<file path="src/rtl/bk_pkg.sv">
// Shared constants for the Brent-Kung adder tile: default operand width and
// where the sum and carry-out land on uo_out.
package bk_pkg;
    localparam int WIDTH    = 4;
    localparam int LOG2W    = 2;
    localparam int SUM_LSB  = 0;
    localparam int COUT_BIT = 4;
endpackage

</file>
<file path="src/rtl/bk_black_cell.sv">
// Prefix-tree black cell: merges a higher group (g_hi,p_hi) with the adjacent
// lower group (g_lo,p_lo) into one combined generate/propagate pair.
module bk_black_cell (
    input  logic g_hi,
    input  logic p_hi,
    input  logic g_lo,
    input  logic p_lo,
    output logic g,
    output logic p
);
    assign g = g_hi | (p_hi & g_lo);
    assign p = p_hi & p_lo;
endmodule

</file>
<file path="src/rtl/tt_um_brent_kung.sv">
// Tiny Tapeout tile: A + B + cin through a Brent-Kung prefix tree, with an
// optional output register on clk.
module tt_um_brent_kung
    import bk_pkg::*;
#(
    parameter int WIDTH           = bk_pkg::WIDTH,
    parameter bit REGISTER_OUTPUT = 1'b0
) (
    input  logic       clk,
    input  logic       rst_n,
    input  logic       ena,
    input  logic [7:0] ui_in,
    input  logic [7:0] uio_in,
    output logic [7:0] uo_out,
    output logic [7:0] uio_out,
    output logic [7:0] uio_oe
);
    localparam int LW     = $clog2(WIDTH);
    localparam int NLEV   = (LW == 0) ? 0 : 2 * LW - 1;
    localparam int CO_POS = COUT_BIT - bk_pkg::WIDTH + WIDTH;

    logic [WIDTH-1:0] a, b, g, p, sum;
    logic             cin;
    logic [WIDTH:0]   c;
    logic [7:0]       uo_next;

    assign a   = ui_in[WIDTH-1:0];
    assign b   = uio_in[WIDTH-1:0];
    assign cin = ui_in[4];
    assign g   = a & b;
    assign p   = a ^ b;

    // Level 0 folds cin into bit 0, so every tree output is already the
    // carry out of that position: C_i = G[i:-1].
    // Levels 1..LW are the up-sweep (span 2^L), the rest the down-sweep.
    for (genvar L = 0; L <= NLEV; L++) begin : g_lvl
        logic [WIDTH-1:0] gg, pp;
        for (genvar I = 0; I < WIDTH; I++) begin : g_bit
            if (L == 0) begin : g_pre
                if (I == 0) begin : g_cin
                    bk_black_cell u_cell (
                        .g_hi(g[0]), .p_hi(p[0]), .g_lo(cin), .p_lo(1'b0),
                        .g(gg[0]), .p(pp[0])
                    );
                end else begin : g_pass
                    assign gg[I] = g[I];
                    assign pp[I] = p[I];
                end
            end else begin : g_tree
                localparam bit UP   = (L <= LW);
                localparam int SPAN = UP ? (1 << L) : (1 << (2 * LW - L));
                localparam bit COMB = UP ? (((I + 1) % SPAN) == 0)
                                         : ((((I + 1) % SPAN) == SPAN / 2) && (I >= SPAN));
                localparam int LO   = I - SPAN / 2;
                if (COMB) begin : g_cell
                    bk_black_cell u_cell (
                        .g_hi(g_lvl[L-1].gg[I]),  .p_hi(g_lvl[L-1].pp[I]),
                        .g_lo(g_lvl[L-1].gg[LO]), .p_lo(g_lvl[L-1].pp[LO]),
                        .g(gg[I]), .p(pp[I])
                    );
                end else begin : g_pass
                    assign gg[I] = g_lvl[L-1].gg[I];
                    assign pp[I] = g_lvl[L-1].pp[I];
                end
            end
        end
    end

    assign c[0]       = cin;
    assign c[WIDTH:1] = g_lvl[NLEV].gg;
    assign sum        = p ^ c[WIDTH-1:0];

    always_comb begin
        uo_next                    = '0;
        uo_next[SUM_LSB +: WIDTH]  = sum;
        uo_next[CO_POS]            = c[WIDTH];
    end

    if (REGISTER_OUTPUT) begin : g_reg
        logic [7:0] uo_q;
        always_ff @(posedge clk or negedge rst_n) begin
            if (!rst_n) uo_q <= '0;
            else        uo_q <= uo_next;
        end
        assign uo_out = uo_q;
    end else begin : g_comb
        assign uo_out = uo_next;
    end

    assign uio_out = '0;
    assign uio_oe  = '0;

    // Pins the harness provides but this tile does not need in every build.
    logic unused_ok;
    assign unused_ok = &{1'b0, ena, clk, rst_n, ui_in, uio_in, g_lvl[NLEV].pp};
endmodule

</file>
<file path="config.mk">
export PLATFORM = sky130hd
export DESIGN_NAME = tt_um_brent_kung
export DESIGN_NICKNAME = d
export VERILOG_FILES = /design/src/rtl/bk_pkg.sv /design/src/rtl/bk_black_cell.sv /design/src/rtl/tt_um_brent_kung.sv
export SDC_FILE = /design/constraint.sdc
export NUM_CORES = 1
export LEC_CHECK = 0
export ABC_AREA = 1
export CAP_MARGIN = 25
export CORE_AREA = 2 2 39 41
export DETAILED_ROUTE_END_ITERATION = 16
export DIE_AREA = 0 0 41 43
export GPL_ROUTABILITY_DRIVEN = 0
export PLACE_DENSITY = 0.83
export SYNTH_ARGS = -nofsm -noshare
export SYNTH_HDL_FRONTEND = slang
export SYNTH_HIERARCHICAL = 1
export SYNTH_SLANG_ARGS = --single-unit
</file>
<file path="constraint.sdc">
create_clock -name vclk -period 2.2
set_clock_uncertainty 0.1 [all_clocks]
set_input_delay 0.55 -clock vclk [all_inputs]
set_output_delay 0.55 -clock vclk [all_outputs]
set_load 0.01 [all_outputs]
</file>
==> Word-level counts from Yosys, hierarchy flattened <==
Index checks and enable logic that the tools add are counted.
{ "word_totals": {"romBits": 0, "ramBits": 0, "memories": 0, "register_bits": 0, "latchBits": 0, "elab_cells": 14} }
{ "op_classes": {"muxes": 0, "bitwise_logic": 14, "n_eq_ne": 0, "n_lt_le_gt_ge": 0, "add_sub_neg": 0, "div": 0, "reduce_logical": 0, "mul": 0, "shifts": 0} }
{ "ops": {"columns": ["op", "count"], "rows": [
  ["4-bit XOR", 2],
  ["1-bit AND", 6],
  ["1-bit OR", 5],
  ["4-bit AND", 1]
]} }

==> Logic depth before layout (Yosys ltp) <==
Gate-level depths: netlist (run 1).
{ "logic_depth": {"depth_word": 8, "mapped_depth": 10, "mapped_depth_nobuf": 10} }

==> Modules after synthesis <==
Netlist (run 1), hierarchy kept.
{ "by_module_without_submodules": {"columns": ["module", "n_inst", "cells_each", "area_each_um2"], "rows": [
  ["tt_um_brent_kung", 1, 45, 279.0],
  ["bk_black_cell", 5, 5, 18.8]
]} }

==> Worst setup path before layout (run 1) <==
No wires, ideal clock.
{ "synth_timing": {"path_kind": "in2out", "from": "in ui_in[0]", "to": "out uo_out[3]", "arrival_time_ns": 1.424, "slack_ns": 0.126, "path_stages": 10, "path_buffers": 0, "path_cell_list": "ha_1 -> nand2_1 -> nand2_1 -> nand2_1 -> nand2_1 -> nand2_1 -> nand2_1 -> inv_1 -> nand2_1 -> nand2_1"} }
{ "synth_via": {"elab_chain_len": 8, "elab_cells_between_ends": 9, "cone_classes": "9 x bitwise"} }
{ "synth_rtl": {"columns": ["item", "line_no", "rtl"], "rows": [
  ["start, declared", "tt_um_brent_kung.sv:12", "input logic [7:0] ui_in,"],
  ["4-bit XOR", "tt_um_brent_kung.sv:31", "assign p = a ^ b;"],
  ["1-bit AND", "bk_black_cell.sv:11", "assign g = g_hi | (p_hi & g_lo);"],
  ["1-bit OR (*)", "bk_black_cell.sv:11", null],
  ["via c[1]", "tt_um_brent_kung.sv:24", "logic [WIDTH:0] c;"],
  ["1-bit AND (*)", "bk_black_cell.sv:11", null],
  ["1-bit OR (*)", "bk_black_cell.sv:11", null],
  ["via c[2]", "tt_um_brent_kung.sv:24", null],
  ["1-bit AND (*)", "bk_black_cell.sv:11", null],
  ["1-bit OR (*)", "bk_black_cell.sv:11", null],
  ["via c[3]", "tt_um_brent_kung.sv:24", null],
  ["4-bit XOR (*)", "tt_um_brent_kung.sv:71", "assign sum = p ^ c[WIDTH-1:0];"],
  ["end, declared", "tt_um_brent_kung.sv:14", "output logic [7:0] uo_out,"]
]} }
Mark *: on every way through the listed nets, which the timed path passes. The rest lies on a longest branch.

==> Final worst setup path (run 1) <==
{ "layout_timing": {"from": "in uio_in[0]", "to": "out uo_out[3]"} }
{ "layout_via": {"elab_chain_len": 8, "elab_cells_between_ends": 9, "cone_classes": "9 x bitwise"} }
{ "layout_rtl": {"columns": ["item", "line_no", "rtl"], "rows": [
  ["start, declared", "tt_um_brent_kung.sv:13", "input logic [7:0] uio_in,"],
  ["4-bit XOR", "tt_um_brent_kung.sv:31", null],
  ["via p[0]", "tt_um_brent_kung.sv:22", "logic [WIDTH-1:0] a, b, g, p, sum;"],
  ["1-bit AND", "bk_black_cell.sv:11", null],
  ["1-bit OR", "bk_black_cell.sv:11", null],
  ["via c[1]", "tt_um_brent_kung.sv:24", null],
  ["1-bit AND", "bk_black_cell.sv:11", null],
  ["1-bit OR", "bk_black_cell.sv:11", null],
  ["via c[2]", "tt_um_brent_kung.sv:24", null],
  ["1-bit AND", "bk_black_cell.sv:11", null],
  ["1-bit OR", "bk_black_cell.sv:11", null],
  ["via c[3]", "tt_um_brent_kung.sv:24", null],
  ["4-bit XOR", "tt_um_brent_kung.sv:71", null]
]} }
The timed path passes the listed nets, and every way through them passes these cells.

==> flow_summary.toml, run 1 <==
[grt]
grt_pass1_wl_um = 855
grt_max_degree = 5
antenna_found_initial = 0
grt_pass1_vias = 253
grt_use_total_pct = 6.29
grt-ovfl-total = 0

[route]
via_per_inst = 3.43
vias = 322
routedWlPerCell_um = 6.91
postRouteAntennaNets = 0
drc = 0
drt_pass1_iterations = 4
routed_wl_um = 650
drtIter0Drc = 1

[logic_synthesis]
syn-cell-area_sq_um = 343
syn_avg_cell_area_sq_um = 5.53
synthCells = 62
yosys_warnings = 6

[finish]
seq_cell_count = 0
clock_buffers = 0
nets = 103
final_common_cell = "conb_1"
syn_to_final_growth_pct = 46.0
drive_above_1_share_pct = 26.9
diodes = 0
stdcell_count = 94
regArea_sq_um = 0
layout_common_cells = "conb_1 (19), nand2_1 (17), inv_1 (13)"

[sta]
finalSetupViolations = 0
rsz0062_at_grt = "yes"
min_period_over_period_pct = 98.5
hold_violations = 0
fin_crit_ps = 2170
fmax_ghz = 0.461
finalSetupTns_ps = 0
slew_violations = 0
holdWs_ps = 1600

[die]
fp.dieW_um = 41
dieArea_sq_um = 1760
die_height_um = 43
rows = 14
core_sq_um = 1380
initial_core_util_pct = 24.8
ios = 43

[placed_design]
post-dp-hpwl_um = 527
placed_cells_incl_taps = 93
portBuffers = 14

[worst_setup_path]
critical_path_required_ps = 1550
end_kind = "output pin"
worstSetupPathType = "in -> out"
critPathArrivalTime_ps = 1520
crit_path_start_kind = "primary input"
cp_max_fo = 3

[flow_run]
drv_cap = 0

[hold_path]
min_to = "uo_out[3]"
hold_start = "uio_in[3]"
hold_path_class = "in -> out"
hold_depth = 5

[power_and_ir_drop]
peakVddDrop_mv = 0.104
cellPowerDensity_nw_per_um2 = 240
power.leakage_nw = 0.316

[clock_tree]
hold_buffers = 0

[status]
status = "completed"
==> where the power goes <==
part | switching (mW) | internal, mW | leakage, nW
Sequential | 0 | 0 | 0
Combinational | 0.0648 | 0.0553 | 0.316
Clock | 0 | 0 | 0
Total | 0.0648 | 0.0553 | 0.316
==> layout make-up <==
| cell class | count | area (sq um) |
|---|---|---|
| inverter | 14 | 52.6 |
| multi-input combinational | 46 | 273 |
| timing repair buffer | 18 | 155 |
| fill | 156 | 883 |
| tap | 16 | 20.0 |
==> through the flow <==
stage                     total power, mW  util, %  setup WS [ps]  area [sq um]
final                               0.120     36.2           31.9           500
after global routing                0.135     36.2          -77.3           500
after CTS                           0.117     35.5           4.40           492
after detailed placement            0.114     32.0           -832           443
after global placement              0.110     32.0           -793           443
after floorplan                    0.0863        -            146           410
==> layer usage <==
metal	track usage (%)	up-vias	share of wire [%]
met1	7.91	132	34
li1	-	170	-
met5	0	-	0
met2	11.9	20	52
met4	0	0	0
met3	0	0	14
==> repair_timing <==
item	4_1_cts	5_1_grt
setup endpoints to repair	5	3
cloned	0	0
gates resized for setup	43	4
pin swaps	9	6
buffers inserted	1	0
==> worst max-delay path: stages <==
cell and delay (ps):
buf_8 100, ha_4 260, nand2_2 40, nand2_2 70, nand2_2 50, nand2_2 80, nand2_2 50, nand2_2 60
inv_2 30, nand2_1 40, nand2_1 40, buf_2 130
==> worst max path at each step <==
stage | cells after the start | start | end | slack (ps)
floorplan | 10 | ui_in[0] | uo_out[3] | 150
global placement | 12 | ui_in[0] | uo_out[3] | -790
detailed placement | 12 | ui_in[0] | uo_out[3] | -830
CTS | 12 | ui_in[0] | uo_out[3] | 4
global route | 12 | uio_in[0] | uo_out[3] | -80
finish | 12 | uio_in[0] | uo_out[3] | 30
Note: power is estimated with default switching activity, not from simulation.
==> run 2, diff against run 1 <==
--- a/config.mk
+++ b/config.mk
@@ -7,11 +7,12 @@
 export LEC_CHECK = 0
 export ABC_AREA = 1
 export CAP_MARGIN = 25
-export CORE_AREA = 2 2 39 41
+export CELL_PAD_IN_SITES_DETAIL_PLACEMENT = 2
+export CELL_PAD_IN_SITES_GLOBAL_PLACEMENT = 2
+export CORE_UTILIZATION = 11
 export DETAILED_ROUTE_END_ITERATION = 16
-export DIE_AREA = 0 0 41 43
 export GPL_ROUTABILITY_DRIVEN = 0
-export PLACE_DENSITY = 0.83
+export PLACE_DENSITY_LB_ADDON = 0.1
 export SYNTH_ARGS = -nofsm -noshare
 export SYNTH_HDL_FRONTEND = slang
 export SYNTH_HIERARCHICAL = 1
==> run 2 against run 1 <==
  * The flow now finishes with violations (design-rule violations)
  * Cell count is 19% higher
  * Sequential share of layout area stayed put
  * Setup slack better by 21 ps
  * Via count is 8.7% higher
  * Core utilization is 17 points lower
  * Total power is 9.3% higher
  * Non-clock buffer count is 3 higher
  * Global-route usage is 2.4 points lower
  * Hold slack worse by 11 ps
  * First-iteration DRC count grew to 5.0 times the previous value
  * Routed wire length is 11% higher
  * Largest power group unchanged
==> flow_summary.toml, run 2 (same netlist as run 1, synthesis figures left out) <==
[worst_setup_path]
crit_path_start_kind = "primary input"
path_buf_inv = 3
end_kind = "output pin"
slowest_delay_ps = 260
cpLargestDelayFamily = "simple AND/OR/NAND/NOR gates"
cp_max_fo = 3
critical_path_required_ps = 1550
critPathArrivalTime_ps = 1500
slowest_stage = "ha_4"
path_common_cell = "nand2_2"
path_cells = "buf_6 > ha_4 > nand2_2 > nand2_2 > nand2_2 > nand2_4 > nand2_2 > nand2_2 > inv_2 > nand2_2 > nand2_1 > buf_2"
worstSetupPathType = "in -> out"
cp.depth = 12

[placed_design]
place_ws_ps = -837
post-dp-hpwl_um = 684
portBuffers = 14
placed_cells_incl_taps = 110
placed_area_sq_um = 477

[sta]
setup_ws_ps = 53.1
rsz0062_at_grt = "yes"
min_period_over_period_pct = 97.6
hold_violations = 0
slew_violations = 0
finalSetupTns_ps = 0
finalSetupViolations = 0
holdWs_ps = 1590
fmax_ghz = 0.466
fin_crit_ps = 2150

[clock_tree]
hold_buffers = 0

[grt]
grt_pass1_vias = 306
grt_pass1_wl_mm = 1.12
grt_use_total_pct = 3.90
grt_max_degree = 5
antenna_found_initial = 0
grt-ovfl-total = 0

[power_and_ir_drop]
cellPowerDensity_nw_per_um2 = 246
peakVddDrop_mv = 0.0608
p_total_mw = 0.131
power.leakage_nw = 0.333

[finish]
n_fill_cell = 358
nets = 106
seq_cell_count = 0
layout_common_cells = "conb_1 (19), nand2_1 (16), inv_1 (12)"
regArea_sq_um = 0
drive_above_1_share_pct = 32.1
clock_buffers = 0
diodes = 0
final_common_cell = "conb_1"
post-route-util_pct = 18.7
stdcell_area_sq_um = 533
multi_input_area_sq_um = 268
syn_to_final_growth_pct = 55.5
stdcell_count = 112

[route]
routed_wl_um = 720
drc = 2
routedWlPerCell_um = 6.43
drtIter0Drc = 5
vias = 350
drt_pass1_iterations = 9
via_per_inst = 3.13
postRouteAntennaNets = 0

[die]
rows = 19
initial_core_util_pct = 12.0
core_sq_um = 2850
fp.dieW_um = 57.8
ios = 43
dieArea_sq_um = 3340
die_height_um = 57.8

[hold_path]
hold_start = "ui_in[3]"
hold_depth = 5
min_to = "uo_out[3]"
hold_path_class = "in -> out"

[status]
failed_checks = "design-rule violations"
status = "finished with violations"

[flow_run]
drv_cap = 0
[run 2: cell count changes in the layout (fill, tap and decap cells not counted)]
| cell | delta |
|---|---|
| buf_4 | +1 |
| nand2_1 | -1 |
| ha_1 | +1 |
| clkdlybuf4s15_2 | -1 |
| buf_2 | +2 |
| inv_1 | -1 |
| buf_6 | +2 |
| nand2_4 | +1 |
| inv_2 | +1 |
| ha_4 | -1 |
| clkdlybuf4s15_1 | -1 |
[run 2: area by class of cell]
cell class	count	share of cell area (%)
multi-input cells	46	50.2
well taps	31	7.28
repair buffers	21	32.6
inverters	14	9.86
[run 2: worst max-delay path by stage]
stage,slack (ps),from,endpoint
floorplan,150,ui_in[0],uo_out[3]
global placement,-800,ui_in[0],uo_out[3]
detailed placement,-840,ui_in[0],uo_out[3]
CTS,-50,ui_in[0],uo_out[3]
global route,-50,ui_in[0],uo_out[3]
finish,50,uio_in[0],uo_out[3]
[run 2: metal layers]
layer / share of wire, % / track usage (%) / vias to the layer above
met2: 53 / 8.54 / 17
met3: 11 / 0 / 0
met4: 0 / 0 / 0
met5: 0 / 0 / -
met1: 36 / 4.31 / 159
li1: - / - / 174
[run 2: where the power goes]
group | internal [mW] | switching [mW]
combinational | 0.0633 | 0.0679
sequential | 0 | 0
clock | 0 | 0
total | 0.0633 | 0.0679
[run 2: what timing repair did]
action	CTS	global route
endpoints found under the setup margin	5	3
gates cloned	0	0
gates resized for setup	44	6
pin swaps	12	6
buffers inserted	2	0
[run 2: worst min-delay path, cell delays in order]
cell and delay (ps):
dlygate4sd2_1 230, ha_4 160, nand2_2 50, nand2_1 40, buf_2 120
